File: src/rtl/heavy_hash_streamer.sv
// Buffers 256-bit heavy-hash results in a DEPTH-entry FIFO and returns them to the
// comparator one 64-bit word per accepted request, little-endian word order.
module heavy_hash_streamer #(
  parameter int DEPTH   = 4,
  parameter int LEVEL_W = $clog2(DEPTH+1)
) (
  input  logic               clk,
  input  logic               rst,
  input  logic               stop,
  input  logic [255:0]       hash_in,
  input  logic               hash_in_we,
  output logic               full,
  input  logic               heavy_hash_re,
  output logic [63:0]        heavy_hash_din,
  output logic               heavy_hash_din_we,
  output logic [LEVEL_W-1:0] fill_level,
  output logic [31:0]        drop_cnt
);

  localparam int PTR_W = $clog2(DEPTH);

  logic [255:0]       mem [DEPTH];
  logic [PTR_W-1:0]   wr_ptr, rd_ptr;
  logic [1:0]         idx;
  logic [LEVEL_W-1:0] level_nxt;
  logic [255:0]       head;
  logic [63:0]        head_word;
  logic               push, drop, accept, pop;

  // full is the registered flag, so a push racing a freeing pop is still dropped
  assign push   = hash_in_we && !full && !stop;
  assign drop   = hash_in_we &&  full && !stop;
  // a word in flight blocks the next accept, limiting output to one word per 2 cycles
  assign accept = heavy_hash_re && (fill_level != '0) && !heavy_hash_din_we && !stop;
  assign pop    = accept && (idx == 2'd3);

  assign head      = mem[rd_ptr];
  assign head_word = head[idx*64 +: 64];

  always_comb begin
    level_nxt = fill_level;
    case ({push, pop})
      2'b10:   level_nxt = fill_level + LEVEL_W'(1);
      2'b01:   level_nxt = fill_level - LEVEL_W'(1);
      default: level_nxt = fill_level;
    endcase
  end

  always_ff @(posedge clk) begin
    if (push) mem[wr_ptr] <= hash_in;
  end

  always_ff @(posedge clk) begin
    if (rst || stop) begin
      wr_ptr            <= '0;
      rd_ptr            <= '0;
      idx               <= '0;
      fill_level        <= '0;
      full              <= 1'b0;
      heavy_hash_din    <= '0;
      heavy_hash_din_we <= 1'b0;
    end else begin
      if (push) wr_ptr <= wr_ptr + PTR_W'(1);
      if (pop)  rd_ptr <= rd_ptr + PTR_W'(1);
      if (accept) begin
        idx            <= idx + 2'd1;
        heavy_hash_din <= head_word;
      end
      heavy_hash_din_we <= accept;
      fill_level        <= level_nxt;
      full              <= (level_nxt == LEVEL_W'(DEPTH));
    end
  end

  // flush keeps the drop statistic; only reset clears it
  always_ff @(posedge clk) begin
    if (rst)
      drop_cnt <= '0;
    else if (drop && drop_cnt != 32'hFFFF_FFFF)
      drop_cnt <= drop_cnt + 32'd1;
  end

endmodule

File: config.mk
export PLATFORM = sky130hd
export DESIGN_NAME = heavy_hash_streamer
export DESIGN_NICKNAME = d
export VERILOG_FILES = /design/src/rtl/heavy_hash_streamer.sv
export SDC_FILE = /design/constraint.sdc
export NUM_CORES = 1
export LEC_CHECK = 0
export ABC_AREA = 1
export CAP_MARGIN = 5
export CORE_MARGIN = 3
export CORE_UTILIZATION = 39
export CTS_CLUSTER_DIAMETER = 150
export DETAILED_ROUTE_END_ITERATION = 16
export GPL_ROUTABILITY_DRIVEN = 1
export HOLD_SLACK_MARGIN = 0.06
export PLACE_DENSITY = 0.64
export SLEW_MARGIN = 15
export SYNTH_ARGS = -nofsm -noshare
export SYNTH_HDL_FRONTEND = slang
export SYNTH_SLANG_ARGS = --single-unit
File: constraint.sdc
create_clock -name clk -period 17.1 [get_ports clk]
set_input_delay 3.42 -clock clk [delete_from_list [all_inputs] [get_ports clk]]
set_output_delay 3.42 -clock clk [all_outputs]
set_load 0.005 [all_outputs]
## Word level (Yosys, flattened, before mapping)

Memories as Yosys holds them, arrays and structs flattened. A register that Yosys moved wholly into a read port is not among the register bits.
Cells that the tools add are included.

- Flip-flop bits (word level): 107
- Memory bits (writable): 1024
- Bits of input ports: 261
- Output and inout port bits: 101
- Word-level logic and storage cells: 40
- Memories: 1

Memories:

| memory | depth | bits a word | rd ports | clocked after memory_dff | wr ports | line | RTL |
|---|---|---|---|---|---|---|---|
| mem | 4 | 256 | 1 | 1 | 1 | 22 | `logic [255:0] mem [DEPTH];` |

- Add/sub/neg operators: 6
- Eq/ne operators: 5
- Shift operators: 1
- Multiplexer cells: 5
- Reductions and logical operators: 14

Operators by type and width:

| cell | count |
|---|---|
| $shiftx 256x9->64 | 1 |
| $add 32x1->32 const B | 1 |
| $ne 32x32->1 const B | 1 |
| $logic_and 1x1->1 | 9 |
| $add 2x1->2 const B | 3 |
| $pmux 3 s2 | 1 |
| $eq 2x2->1 const B | 2 |
| $mux 2 | 2 |
| $add 3x1->3 const B | 1 |
| $eq 3x3->1 const B | 1 |
| $logic_not 1->1 | 3 |
| $reduce_bool 3->1 | 1 |
| $sub 3x1->3 const B | 1 |
| $eq 2x1->1 const B | 1 |
| $mux 1 | 2 |
| $logic_or 1x1->1 | 1 |

## Depth between registers and ports, before layout

Gate-level depths: netlist of run 1.

- Depth in word-level cells: 8
- Gate-level depth with buffers: 13
- Gate-level depth less buffers: 13

## Worst setup path before layout of run 1

No wires, ideal clock.

- Kind: input port to flip-flop
- Start: input port hash_in_we
- End: memory mem[0][0], enable pin
- Setup time: 879 ps
- Data arrival time: 14319 ps
- Setup slack: 1902 ps
- Cell stages on the path: 4
- Buffers on the path: 0
- Cell sequence: inv_1 > nor2_1 > nand2_1 > nor2_1

- Word-level cells in the longest chain between the ends: 4

Ends and longest elaborated chain:

| item | line | RTL |
|---|---|---|
| start, declared | 11 | `input logic hash_in_we,` |
| $logic_and 1x1->1 (2 in a row) | 31 | `assign push = hash_in_we && !full && !stop;` |
| $mux 1 | 50 | `if (push) mem[wr_ptr] <= hash_in;` |
| $mux 1 (implied by the code) | 50 |  |
| end, declared | 22 |  |

No other way between the ends.

## Worst setup path in the final report of run 1

- Start: input port hash_in_we
- End: memory mem[0][43], enable pin

Same word-level chain as after synthesis.

==> metrics, run 1 <==
drc violations=0; drt initial violations=about 2200; Max-slew headroom=24.1%; CTS buffer count=~120; synth warn=0; # nets final=4516; Initial Util=39.4%; Logic pwr share=2.9%; postcts setup bufs=0; async set-reset flop share out of synthesis=0%; clock power share=43.7%; top-count cell post-synth=edfxtp_1; Final Hold Vio Count=0; setup tns final=0 ns; Lkg Pwr=about 19 nW; total wire length=about 120 mm; fin crit share=39.8%; Req. time, crit path=between 15 and 20 ns; status=finished, final reports clean; CP Max Fanout=149; Synth Register Bits=1133; Hold WC Path Type=reg2reg; GPL Wtd Cong=0.833; CP arrival=7.10 ns; power per cell area=105 nW/um^2; FMAX=147 MHz; Die X=~350 um; CTS tree=done; clock-pin slew on the worst setup and hold paths=around 0.06 ns; Mean Syn Cell Area=11.6 um^2; Congestion Overflow GR=0; antenna viol nets, final=0; most instantiated cells after synthesis=edfxtp_1 (1024), inv_1 (553), nand2_1 (526); clk_skew=0.0278 ns; Ports=362; htree depth=3; vias=29654; type of origin of the critical path=input pin; number of synthesized flops with an enable pin=around 1000; Mapped Cells=between 3000 and 4000; sequential power share=a little over half; total power draw=0.00576 W; initial antenna violation count=38; CP max-delay cell=buf_4; worst path cell trace=clkdlybuf4s50_1 > inv_1 > nor2_1 > nand2_1 > nor2_4 > buf_4 > buf_4 > buf_12; layout cells sized above 1=under 10%; RSZ-0062 raised after global routing=no; CP startpoint=hash_in_we; vias per std cell=5.04; Tmin final=6.81 ns; area grow syn2layout=18.9%; FF/Latch Area=32900 um^2; Synth area leader=edfxtp_1; vias in the first global route=roughly 28000; Setup-failing EPs final=0; Sw Pwr=0.00114 W; Post-Syn Area=46000 um^2; CP peak stage delay=0.81 ns; Clock Root Buffer=clkbuf_16; most used cell, CP=buf_4; VDD IR max=0.0768 mV; main flop type after synthesis=edfxtp_1; Core Footprint=between 100000 and 150000 um^2; gr usage total=19.1%; # hold bufs at CTS=0; Distinct cells, synth=30; routed len/inst=20.3 um; syn nets=4235; internal cell power=0.00462 W; dpl hpwl=72.8 mm; Rows=125; cells taking the most area after synthesis=edfxtp_1 (67%), dfxtp_1 (4.7%), a21oi_1 (4.5%); Worst-Skew Late Latency=0.69 ns; Worst setup EP type=flip-flop; CTS-repair resized insts=0; Sw Share=19.9%; CTS Sinks=1133; TritonRoute pass-1 iters=7; Yosys top cell area share=66.8%; Multi-input gate area=9960 um^2; worst-margin pin slew=between 1 and 1.5 ns; die area=122000 um^2; Port Buf Inserts=361; Longest Clk Path Bufs=3; sequential fraction of the synthesis area=a little under three quarters; critical path class=in2reg; FF-to-FF setup slack=12.22 ns; Hold Startpoint=rd_ptr[1]; first-pass GRT wire length=176 mm; Die H=349 um; Slew Limit Fails=0; max-cap violations=0; largest net degree at the start of global routing=roughly 250; Fill cells=10308
layer usage:
metal,GRT usage [%],up-vias,share of wire (%)
met1,23.8,14307,40
li1,-,14316,-
met2,32.4,798,49
met4,5.95,32,2.7
met3,5.35,201,7.9
met5,0,-,0.18
cell usage in the layout, fill, tap and decap left out, types with 118 or more instances in the layout:
cell	count
a21oi_1	416
clkbuf_16	118
clkdlybuf4s50_1	361
edfxtp_1	1024
inv_1	551
nand2_1	526
nand3_1	204
nor2_1	264
o211ai_1	192
o21ai_0	291
cells by family (layout without fill, tap and decap cells):
| kind of cell | count (synthesis) | after routing | share of synthesized area (%) |
|---|---|---|---|
| AOI/OAI and AO/OA | 998 | 998 | 11.9 |
| xor gates and xnor gates | 18 | 18 | 0.343 |
| adders and majority gates | 8 | 8 | 0.234 |
| buffers and inverters | 789 | 1167 | 6.84 |
| DFF | 1133 | 1133 | 71.6 |
| muxes | 1 | 1 | 0.0218 |
| other | 0 | 18 | 0 |
| and+or+nand+nor | 1019 | 1019 | 9.08 |
stage by stage:
step	util, %	instances	cell area (um^2)	hold slack [ns]	setup WS, ns
final	46.9	5886	54700	0.478	10.29
after global routing	46.9	5874	54700	0.527	10.12
after CTS	46.9	5868	54700	0.473	10.36
after detailed placement	43.6	5652	50900	0.462	9.63
after global placement	43.6	5652	50900	0.456	9.54
after floorplan	-	3966	46000	0.447	1.90
flip-flops by register name, summed over array words and instances (netlist names), named ones only:
name	cells
drop_cnt	32
fill_level	3
full	1
heavy_hash_din	64
heavy_hash_din_we	1
idx	2
mem	1024
rd_ptr	2
wr_ptr	2
cell type report:
class | count | area share (%)
inverter | 558 | 3.84
sequential | 1133 | 60.2
antenna | 18 | 0.0823
clock buffer | 159 | 5.88
multi-input combinational | 2044 | 18.2
timing repair buffer | 393 | 7.20
tap | 1524 | 3.49
clock inverter | 57 | 1.09
worst max-delay path, delay by kind of cell:
kind,cells,cell delay (ns)
buffers and inverters,5,2.75
and+or+nand+nor,3,0.63
final timing paths:
kind / endpoint / depth (start not counted)
worst max-delay path: mem[0][43] / 8
worst max register to register: heavy_hash_din[61] / 10
worst min-delay path: rd_ptr[1] / 2
worst min register to register: rd_ptr[1] / 2
power by group through the flow:
stage               sequential (W)  clock [W]  combinational [W]
finish                     0.00308    0.00251           0.000170
floorplan                  0.00315          0          0.0000460
global placement           0.00313          0           0.000170
detailed placement         0.00313          0           0.000172
global route               0.00308    0.00268           0.000184
CTS                        0.00308    0.00257           0.000173
Power figures use the tool's default switching activity.
==> inputs of run 2 (changes only) <==
==> constraint.sdc (replaced) <==
create_clock -name clk -period 7.14 [get_ports clk]
set_input_delay 1.428 -clock clk [delete_from_list [all_inputs] [get_ports clk]]
set_output_delay 1.428 -clock clk [all_outputs]
set_load 0.005 [all_outputs]
==> run 2 against run 1 <==
Against the previous run: the flow now finishes with violations (max-slew violations); clock power increased by 140%; clock skew decreased by 0.0077 ns; final cell count increased by 0.12%; critical path type unchanged; largest cell class unchanged.
==> metrics, run 2 (synthesis gave the netlist of run 1 again) <==
status=finished with violations; violated checks=max-slew violations; Final Hold Vio Count=0; Worst-Skew Late Latency=0.69 ns; area grow syn2layout=19.1%; TritonRoute pass-1 iters=5; total wire length=119 mm; drt initial violations=2347; htree depth=3; dpl hpwl=~74 mm; Setup-failing EPs final=0; type of origin of the critical path=input pin; # hold bufs at CTS=0; CP startpoint=stop; CTS-repair resized insts=0; layout cells sized above 1=5.13%; vias per std cell=5.02; Crit Reg-Reg Endpoint=heavy_hash_din[60]; Core Footprint=117000 um^2; Max-slew headroom=-1.72%; # nets final=4517; DP Cell Count=5653; fin cells=5893; Longest Clk Path Bufs=3; drc violations=0; Lkg Pwr=18.9 nW; largest registers=mem (1024), heavy_hash_din (64), drop_cnt (32); final setup margin=3.56 ns; largest net degree at the start of global routing=between 200 and 300; Hold WC Path Type=reg2reg; clk_skew=approximately 0.020 ns; Die X=approximately 350 um; Rows=125; CP Max Fanout=49; most common cell after layout, fill and taps aside=edfxtp_1; CTS buffer count=~120; grt met3 use=5.92%; vias=29558; vias in the first global route=28005; cells on worst reg2reg path=7; Clock Root Buffer=clkbuf_16; CP arrival=4.15 ns; RSZ-0062 raised after global routing=no; critical path class=in2reg; Slew Limit Fails=38; clock-pin slew on the worst setup and hold paths=around 0.06 ns; FF-to-FF setup slack=~3.8 ns; GPL Wtd Cong=0.848; initial antenna violation count=45; CTS tree=done; Initial Util=39.4%; fin crit share=between 50% and 60%; routed len/inst=around 20 um; max FFs per register=1024; first-pass GRT wire length=175 mm; post-layout util=46.9%; Worst setup EP type=flip-flop; gr usage total=19.2%; antenna viol nets, final=0; Congestion Overflow GR=0; VDD IR max=0.246 mV; grt peak-use layer=met2; Critical Path End=heavy_hash_din[22]; most flop-heavy register=mem; power per cell area=250 nW/um^2; Req. time, crit path=7.70 ns; die area=around 120000 um^2; pre-CTS setup slack=2.84 ns; Ports=362; FMAX=about 280 MHz; GR Util met2=32.1%; Die H=349 um; max-cap violations=0; Port Buf Inserts=~360; met1 usage in global routing=23.3%; Tmin final=3.58 ns; most frequent cells in the layout=edfxtp_1 (1024), inv_1 (551), nand2_1 (526); postcts setup bufs=0; CTS Sinks=1133; worst-margin pin slew=1.53 ns
run 2: cell count changes in the layout (fill, tap and decap cells not counted), sizes merged:
cell / previous run / this run
buf: 32 / 33
bufinv: 11 / 9
inv: 561 / 559
diode: 18 / 22
clkinv: 39 / 48
clkinvlp: 4 / 1
run 2: worst min path at each step:
stage	from	end	slack [ns]	cells after the start
after detailed placement	rd_ptr[1]	flip-flop	0.46	2
final	rd_ptr[1]	flip-flop	0.46	2
after global placement	rd_ptr[1]	flip-flop	0.45	2
after global routing	rd_ptr[1]	flip-flop	0.49	2
after CTS	rd_ptr[1]	flip-flop	0.47	2
after floorplan	rd_ptr[1]	flip-flop	0.45	2
run 2: layout make-up:
cell class	instances	area, um^2
antenna	22	55.1
fill	10351	61900
sequential	1133	32900
clock buffer	159	3230
tap	1524	1910
timing repair buffer	394	4050
clock inverter	59	532
inverter	558	2100
multi-input combinational	2044	9960
run 2: worst max-delay path, cell delays in order:
cell	delay, ns
clkdlybuf4s50_1	0.47
inv_2	0.09
nand2_1	0.05
nor2_1	0.10
nand2_2	0.17
nor2_4	0.11
buf_4	0.48
clkinv_1	0.78
a21oi_1	0.36
nor2_1	0.08
run 2: stage by stage:
step           hold WS [ns]  instance area, um^2  setup TNS (ns)  total power, W
6_report              0.463                54800               0          0.0137
5_1_grt               0.493                54700               0          0.0142
4_1_cts               0.465                54700               0          0.0138
3_5_place_dp          0.455                51000               0         0.00792
3_3_place_gp          0.448                51000               0         0.00791
2_1_floorplan         0.447                46000        -1812.19         0.00764
run 2: routing by layer:
metal,share of wire (%),vias to the layer above,wire length (um)
li1,-,14326,-
met1,40,14160,47000
met2,49,815,57700
met3,8.1,221,9660
met4,3.5,36,4180
met5,0.20,-,237
run 2: report_power, final:
part           switching (W)  total (W)  internal, W
logic               0.000235   0.000405     0.000170
registers          0.0000223    0.00736      0.00734
clock network        0.00246    0.00593      0.00347
total                0.00272     0.0137       0.0110
